[config.mk]
export PLATFORM = sky130hd
export DESIGN_NAME = midi_rx_mmio
export DESIGN_NICKNAME = d
export VERILOG_FILES = /design/src/rtl/midi_rx_mmio.sv
export SDC_FILE = /design/constraint.sdc
export NUM_CORES = 1
export LEC_CHECK = 0
export BUFFER_PORTS_ARGS = -buffer_cell sky130_fd_sc_hd__buf_2
export CAP_MARGIN = 20
export CELL_PAD_IN_SITES_DETAIL_PLACEMENT = 1
export CELL_PAD_IN_SITES_GLOBAL_PLACEMENT = 1
export CORE_MARGIN = 2
export CORE_UTILIZATION = 40
export CTS_BUF_LIST = sky130_fd_sc_hd__clkbuf_4 sky130_fd_sc_hd__clkbuf_8
export DETAILED_ROUTE_END_ITERATION = 12
export PLACE_DENSITY_LB_ADDON = 0.1
export SLEW_MARGIN = 20
export SYNTH_ARGS = -nofsm -noshare
export SYNTH_HDL_FRONTEND = slang
export SYNTH_SLANG_ARGS = --single-unit
[constraint.sdc]
create_clock -name clock -period 3.7 [get_ports clock]
set_input_delay 0.37 -clock clock [delete_from_list [all_inputs] [get_ports clock]]
set_output_delay 0.37 -clock clock [all_outputs]
set_load 0.05 [all_outputs]
[src/rtl/midi_rx_mmio.sv]
// MIDI 8N1 serial receiver with a byte FIFO, read by the CPU through a DATA/STATUS dmem window.
// Optional build macro MIDI_FILTER_REALTIME_EN drops MIDI real-time bytes (0xF8-0xFF) before the FIFO.
module midi_rx_mmio #(
   parameter int          CLK_HZ     = 50000000,
   parameter int          BAUD       = 31250,
   parameter int          FIFO_DEPTH = 16,
   parameter logic [11:0] BASE_ADDR  = 12'hFF0
) (
   input  logic        clock,
   input  logic        reset,
   input  logic        midi_rx,
   input  logic [11:0] addr,
   input  logic        rd_en,
   input  logic        wr_en,
   input  logic [31:0] wr_data,
   output logic [31:0] rd_data,
   output logic        hit
);

   localparam int CLKS_PER_BIT = CLK_HZ / BAUD;
   localparam int CNT_W        = $clog2(CLKS_PER_BIT + 1);
   localparam int PTR_W        = $clog2(FIFO_DEPTH);

   localparam logic [11:0]      STATUS_ADDR = BASE_ADDR + 12'd1;
   localparam logic [CNT_W-1:0] HALF_RELOAD = CNT_W'(CLKS_PER_BIT / 2 - 1);
   localparam logic [CNT_W-1:0] BIT_RELOAD  = CNT_W'(CLKS_PER_BIT - 1);
   localparam logic [PTR_W:0]   DEPTH_C     = (PTR_W + 1)'(FIFO_DEPTH);

   typedef enum logic [1:0] {IDLE, START, DATA, STOP} rx_state_t;

   rx_state_t        state, state_d;
   logic [CNT_W-1:0] cnt, cnt_d;
   logic [2:0]       bit_idx, bit_idx_d;
   logic [7:0]       shift, shift_d;
   logic             sync_1, rx_s;
   logic             rx_done, frame_set, is_rt, push;

   logic [7:0]       mem [FIFO_DEPTH];
   logic [PTR_W-1:0] wr_ptr, rd_ptr;
   logic [PTR_W:0]   count;
   logic             overrun, frame_err;
   logic             data_rd, status_rd, flush, empty, full, pop, do_push, overrun_set;
   logic [7:0]       count_byte;
   logic             unused_wr_bits;

   always_ff @(posedge clock or posedge reset) begin
      if (reset) begin
         sync_1 <= 1'b1;
         rx_s   <= 1'b1;
      end else begin
         sync_1 <= midi_rx;
         rx_s   <= sync_1;
      end
   end

   always_ff @(posedge clock or posedge reset) begin
      if (reset) begin
         state   <= IDLE;
         cnt     <= '0;
         bit_idx <= '0;
         shift   <= '0;
      end else begin
         state   <= state_d;
         cnt     <= cnt_d;
         bit_idx <= bit_idx_d;
         shift   <= shift_d;
      end
   end

   // Counting states sample rx_s when cnt reaches zero, otherwise they just count down.
   always_comb begin
      state_d   = state;
      cnt_d     = cnt;
      bit_idx_d = bit_idx;
      shift_d   = shift;
      rx_done   = 1'b0;
      frame_set = 1'b0;
      case (state)
         IDLE: begin
            if (!rx_s) begin
               state_d = START;
               cnt_d   = HALF_RELOAD;
            end
         end
         START: begin
            if (cnt == '0) begin
               if (!rx_s) begin
                  state_d   = DATA;
                  cnt_d     = BIT_RELOAD;
                  bit_idx_d = 3'd0;
               end else begin
                  state_d = IDLE;
               end
            end else begin
               cnt_d = cnt - CNT_W'(1);
            end
         end
         DATA: begin
            if (cnt == '0) begin
               shift_d[bit_idx] = rx_s;
               cnt_d            = BIT_RELOAD;
               if (bit_idx == 3'd7) state_d = STOP;
               else bit_idx_d = bit_idx + 3'd1;
            end else begin
               cnt_d = cnt - CNT_W'(1);
            end
         end
         STOP: begin
            if (cnt == '0) begin
               state_d = IDLE;
               if (rx_s) rx_done = 1'b1;
               else frame_set = 1'b1;
            end else begin
               cnt_d = cnt - CNT_W'(1);
            end
         end
         default: state_d = IDLE;
      endcase
   end

`ifdef MIDI_FILTER_REALTIME_EN
   assign is_rt = (shift >= 8'hF8);
`else
   assign is_rt = 1'b0;
`endif

   assign push      = rx_done && !is_rt;
   assign data_rd   = rd_en && (addr == BASE_ADDR);
   assign status_rd = rd_en && (addr == STATUS_ADDR);
   assign flush     = wr_en && (addr == STATUS_ADDR) && wr_data[0];
   assign empty     = (count == '0);
   assign full      = (count == DEPTH_C);
   assign pop       = data_rd && !empty;
   // A flush wins over a simultaneous push: the byte is lost silently.
   assign do_push     = push && !flush && (!full || pop);
   assign overrun_set = push && !flush && full && !pop;
   assign count_byte  = 8'(count);
   assign unused_wr_bits = ^wr_data[31:1];

   always_ff @(posedge clock or posedge reset) begin
      if (reset) begin
         wr_ptr <= '0;
         rd_ptr <= '0;
         count  <= '0;
      end else if (flush) begin
         wr_ptr <= '0;
         rd_ptr <= '0;
         count  <= '0;
      end else begin
         if (do_push) wr_ptr <= wr_ptr + PTR_W'(1);
         if (pop) rd_ptr <= rd_ptr + PTR_W'(1);
         if (do_push && !pop) count <= count + (PTR_W + 1)'(1);
         else if (pop && !do_push) count <= count - (PTR_W + 1)'(1);
      end
   end

   always_ff @(posedge clock) begin
      if (do_push) mem[wr_ptr] <= shift;
   end

   // Sticky error flags clear on a STATUS read unless a new event lands in the same cycle.
   always_ff @(posedge clock or posedge reset) begin
      if (reset) begin
         overrun   <= 1'b0;
         frame_err <= 1'b0;
      end else begin
         if (overrun_set) overrun <= 1'b1;
         else if (status_rd) overrun <= 1'b0;
         if (frame_set) frame_err <= 1'b1;
         else if (status_rd) frame_err <= 1'b0;
      end
   end

   always_ff @(posedge clock or posedge reset) begin
      if (reset) begin
         rd_data <= '0;
         hit     <= 1'b0;
      end else begin
         hit <= data_rd || status_rd;
         if (data_rd)
            rd_data <= {23'b0, !empty, (empty ? 8'h00 : mem[rd_ptr])};
         else if (status_rd)
            rd_data <= {16'b0, count_byte, 4'b0, full, empty, overrun, frame_err};
         else
            rd_data <= '0;
      end
   end

endmodule

==> results of run 1 <==
[report_power, final]
part / total (mW) / internal [mW] / switching, mW
clock: 1.26 / 0.498 / 0.759
combinational: 0.0771 / 0.0134 / 0.0637
sequential: 2.17 / 2.17 / 0.00191
[cell families after synthesis]
family,Yosys count
buf+inv,50
simple gates,131
flops,183
fa+ha+maj,19
compound gates,69
xor+xnor,8
mux,53
other cells,1
[flip-flops by register name, indices dropped and copies added, names as in the netlist, 3 cells and up, named ones only]
name     flops
bit_idx      3
cnt         11
count        5
mem        128
rd_data     13
rd_ptr       4
shift        8
wr_ptr       4
[cells in the mapped netlist, types with 3 or more instances]
cell type	count	area [um^2]
edfxtp_1	128	3840
nor3_1	12	60.1
and3_1	9	56.3
mux2_2	7	78.8
mux2i_1	5	50.1
nand4_1	4	25.0
buf_4	19	143
a32o_1	3	30.0
xor2_1	6	52.6
a21o_1	3	22.5
o21ai_0	14	70.1
o31a_1	3	26.3
ha_1	18	225
inv_1	12	45.0
clkbuf_1	14	52.6
o211ai_1	4	30.0
mux4_2	40	901
or4_1	3	22.5
nand2_1	30	113
o21ai_1	3	15.0
nor4_1	7	43.8
a31oi_1	5	31.3
nand2b_1	4	25.0
buf_2	3	15.0
nor2_1	17	63.8
nor2b_1	3	18.8
a21oi_1	11	55.1
o21a_1	3	22.5
nand3_1	12	60.1
dfrtp_1	53	1330
o31ai_1	4	30.0
and2_1	18	113
[per-layer routing]
metal,routed length [um],GRT usage
met2,8520,0.276
met3,456,0.0282
met4,235,0.0510
met5,0,0
met1,7730,0.224
[worst max-delay path, stage by stage, from the launching register on]
cell,delay [ps]
dfrtp_1,490
nor4_1,640
nand2b_1,110
buf_4,210
nand2_1,260
nand2_1,230
fa_1,450
a21o_1,210
a21oi_1,210
o2111ai_1,150
a21o_1,190
a31oi_1,150
[how the worst max path moves through the flow]
stage	endpoint	slack (ps)	depth (start not counted)
2_1_floorplan	count[4]	650	11
3_3_place_gp	count[4]	440	11
3_5_place_dp	count[4]	340	11
4_1_cts	count[4]	320	11
5_1_grt	count[4]	50	11
6_report	count[4]	330	11
[cell type report]
cell class,count,area (um^2),share of cell area
Multi-Input combinational cell,299,2650,0.297
Tap cell,265,332,0.0372
Clock inverter,14,113,0.0126
Clock buffer,18,248,0.0278
Sequential cell,183,5220,0.586
Timing Repair Buffer,46,305,0.0343
Inverter,12,45.0,0.00505
==> results.json, run 1 <==
{
  "grt_pass1_wl_mm": 27.0,
  "viasPerCell": 5.28,
  "netlist_area_um2": 8060,
  "rr_worst_depth": 11,
  "place.gp.congestion": 0.768,
  "grt_pass1_vias": 4734,
  "drt_iter0_drc": 213,
  "place_inst": 802,
  "post_route_cells_drive_above_1_share": 0.236,
  "synthArstFlopShare": 0.301,
  "setup_viol": 0,
  "synth_compound_area_frac": 0.0580,
  "die_area_um2": 21300,
  "synth_edf_count": 128,
  "first_pass_iters": 4,
  "crit_arrival_ps": 3760,
  "vias": 4421,
  "holdCritPathClass": "input port to register",
  "max_freq_ghz": 0.297,
  "holdPathEnd": "hit",
  "nets": 627,
  "tns_ps": 0,
  "cts_setup_buffers": 0,
  "post_cts_resized": 0,
  "reg2reg_slack_ps": 330,
  "grt_max_degree": 44,
  "fin_ws_ps": 330,
  "final_common_cell": "edfxtp_1",
  "min_period_ps": 3370,
  "ios": 82,
  "p_leak_nw": 3.67,
  "clkLatencyLatePin_ps": 460,
  "placed_cell_area_um2": 8500,
  "max_slew_margin": 0.468,
  "postLayoutCoreUtil": 0.455,
  "crit_start": "count[0]",
  "cts_tree": "done",
  "cts_max_level": 4,
  "die_w_um": 146,
  "crit_type": "register to register",
  "coreArea_um2": 19600,
  "avgSynthCellArea_um2": 15.7,
  "ant_nets": 0,
  "postLayoutCellArea_um2": 8910,
  "synth-simple-area-share": 0.0925,
  "cp_max_fo": 13,
  "hold_path_depth": 3,
  "power_per_cell_area_nw_per_um2": 394,
  "r2r-start": "count[0]",
  "synthAdderAreaFrac": 0.0304,
  "synth_cell_types": 59,
  "areaGrowthSynthToFinish_pct": 10.5,
  "grt_use_total": 0.166,
  "synthFlopType": "edfxtp_1",
  "power.total_mw": 3.51,
  "port_buffers": 31,
  "synth_xor_xnor_area_share": 0.00869,
  "seq_area_frac_synth": 0.648,
  "rows": 51,
  "drc_errors": 0,
  "ys_ff_latch": 183,
  "finalCritPeriodShare": 0.911,
  "hold_violations": 0,
  "cap_violations": 0,
  "yosys_warnings": 0,
  "wl_mm": 16.9,
  "cts_root_buf": "clkbuf_8",
  "postCtsHoldBufs": 1,
  "finalClockSkew_ps": 18.4,
  "hold_start": "rd_en",
  "cts_sinks": 183,
  "diodes": 0,
  "dpl_worst_slack_ps": 342,
  "crit_path_end_kind": "register",
  "routedWlPerCell_um": 20.2,
  "synthMuxAreaShare": 0.130,
  "status": "finished clean",
  "synth_top_family_by_area": "multiplexers",
  "clkTransAtPathRegs_ps": 100,
  "overflow": 0,
  "rsz0062_at_grt": "no",
  "holdWs_ps": 151,
  "netlist_instances": 514,
  "r2r_end": "count[4]",
  "clock_path_buffers": 2,
  "ir_drop_mv": 0.263,
  "tightestPinTransition_ps": 794,
  "mostFrequentLayoutCells": "edfxtp_1, dfrtp_1, mux4_2",
  "hpwl_mm": 11.7,
  "initial_core_util": 0.412,
  "slew_viol_final": 0,
  "grt_antenna_before_repair": 0,
  "crit_path_start_kind": "register",
  "cts_made_buffers": 17,
  "die_y_um": 146,
  "nFillCells": 1941,
  "cp_data_required_time_ps": 4080,
  "fin_cells": 837
}
No activity file was read; power rests on OpenSTA's default activity.
==> inputs of run 2 (changes only) <==
--- a/config.mk
+++ b/config.mk
@@ -11,7 +11,6 @@
 export CELL_PAD_IN_SITES_GLOBAL_PLACEMENT = 1
 export CORE_MARGIN = 2
 export CORE_UTILIZATION = 40
-export CTS_BUF_LIST = sky130_fd_sc_hd__clkbuf_4 sky130_fd_sc_hd__clkbuf_8
 export DETAILED_ROUTE_END_ITERATION = 12
 export PLACE_DENSITY_LB_ADDON = 0.1
 export SLEW_MARGIN = 20
==> results.json, run 2 (synthesis gave the netlist of run 1 again) <==
{
  "status": "complete, but fails checks",
  "violations": "hold timing",
  "initial_core_util": 0.412,
  "max_freq_ghz": 0.297,
  "pwr-share-comb": 0.019,
  "min_period_ps": 3370,
  "cts_made_buffers": 17,
  "cp_data_required_time_ps": 4050,
  "final_common_cell": "edfxtp_1",
  "postLayoutCellArea_um2": 9080,
  "cts_tree": "done",
  "postLayoutCoreUtil": 0.464,
  "cts_root_buf": "clkbuf_16",
  "vias": 4450,
  "cts_max_level": 4,
  "tightestPinTransition_ps": 794,
  "largest_register": "mem",
  "crit_chain": "nor4_1, nand2b_1, buf_4, nand2_1, nand2_1, fa_1, a21o_1, a21oi_1, o2111ai_1, a21o_1, a31oi_1",
  "max_slew_margin": 0.469,
  "nFillCells": 1918,
  "holdCritPathClass": "input port to async pin",
  "nets": 625,
  "die_y_um": 146,
  "hold_violations": 17,
  "wl_mm": 17.1,
  "postCtsHoldBufs": 0,
  "power_per_cell_area_nw_per_um2": 436,
  "slowest_stage": "nor4_1",
  "grt.met1_usage": 0.227,
  "slew_viol_final": 0,
  "die_area_um2": 21300,
  "p_leak_nw": 3.74,
  "crit_path_start_kind": "register",
  "mostFrequentLayoutCells": "edfxtp_1, dfrtp_1, mux4_2",
  "pwr-share-seq": 0.549,
  "cts_setup_buffers": 0,
  "drt_iter0_drc": 226,
  "grt_use_total": 0.167,
  "grt_antenna_before_repair": 0,
  "largest_reg_flops": 128,
  "ir_drop_mv": 0.318,
  "ant_nets": 0,
  "cts_sinks": 183,
  "routedWlPerCell_um": 20.5,
  "swShare": 0.223,
  "grt_max_degree": 44,
  "overflow": 0,
  "intPower_mw": 3.08,
  "rows": 51,
  "cpLargestDelayFamily": "simple AND/OR/NAND/NOR gates",
  "first_pass_iters": 4,
  "finalClockSkew_ps": 12.7,
  "drc_errors": 0,
  "clkLatencyLatePin_ps": 430,
  "cp_max_fo": 13,
  "netSwitchingPower_mw": 0.882,
  "coreArea_um2": 19600,
  "setup_viol": 0,
  "clkPwrFrac": 0.432,
  "crit_type": "register to register",
  "finalCritPeriodShare": 0.910,
  "grt_pass1_wl_mm": 27.4,
  "clkTransAtPathRegs_ps": 70,
  "crit_buf_inv": 1,
  "rsz0062_at_grt": "no",
  "crit_arrival_ps": 3720,
  "placed_cell_area_um2": 8500,
  "top_regs": "mem: 128 flops, rd_data: 13 flops, cnt: 11 flops",
  "areaGrowthSynthToFinish_pct": 12.6,
  "tns_ps": 0,
  "top_usage_layer": "met2",
  "clock_path_buffers": 2,
  "post_cts_resized": 0,
  "crit_path_end_kind": "register",
  "worst_path_largest_cell_delay_ps": 660,
  "holdWs_ps": -14.4,
  "power.total_mw": 3.96,
  "hpwl_mm": 11.7,
  "die_w_um": 146,
  "cap_violations": 0,
  "grt_pass1_vias": 4774,
  "port_buffers": 31,
  "diodes": 0,
  "viasPerCell": 5.33,
  "place.gp.congestion": 0.768,
  "ios": 82,
  "met2_usage": 0.280,
  "met3_usage": 0.0248,
  "post_route_cells_drive_above_1_share": 0.237
}
run 2: changes by cell type in the layout (fill, tap and decap cells not counted):
cell / before / now
clkbuf_16: 0 / 17
clkbuf_8: 18 / 1
dlygate4sd3_1: 2 / 0
run 2: worst paths after layout:
check	depth (start not counted)	end	slack [ps]	start
worst max register to register	11	count[4]	330	count[1]
worst min-delay path	2	count[2]	-10	reset
worst max-delay path	11	count[4]	330	count[1]
max in group asynchronous	4	sync_1	2880	reset
min in group clock	1	sync_1	40	midi_rx
worst min register to register	0	rx_s	350	sync_1
run 2: stage by stage:
stage	instances	setup WS, ps
3_3_place_gp	802	441
6_report	835	332
3_5_place_dp	802	342
2_1_floorplan	532	647
4_1_cts	834	326
5_1_grt	835	60.7
run 2: worst reg2reg max path: stages, from the launching register on:
cell and delay [ps]:
dfrtp_1 450, nor4_1 660, nand2b_1 110, buf_4 210
nand2_1 250, nand2_1 230, fa_1 450, a21o_1 210
a21oi_1 220, o2111ai_1 150, a21o_1 190, a31oi_1 150
run 2: layout make-up:
class | count | area (um^2) | area share
sequential | 183 | 5220 | 0.575
multi-input combinational | 299 | 2650 | 0.291
clock buffer | 18 | 439 | 0.0484
tap | 265 | 332 | 0.0365
timing repair buffer | 44 | 285 | 0.0314
clock inverter | 14 | 113 | 0.0124
inverter | 12 | 45.0 | 0.00496
run 2: metal layers:
layer / vias up / part of all wire
met4: 0 / 0.013
li1: 2055 / -
met5: - / 0
met1: 2312 / 0.46
met2: 65 / 0.50
met3: 18 / 0.022
run 2: power groups by stage:
stage	Sequential, mW	Combinational (mW)	Clock [mW]
after detailed placement	2.22	0.0731	0
final	2.17	0.0756	1.71
after global placement	2.22	0.0716	0
after global routing	2.17	0.0808	1.83
after floorplan	2.22	0.0731	0
after CTS	2.17	0.0730	1.75
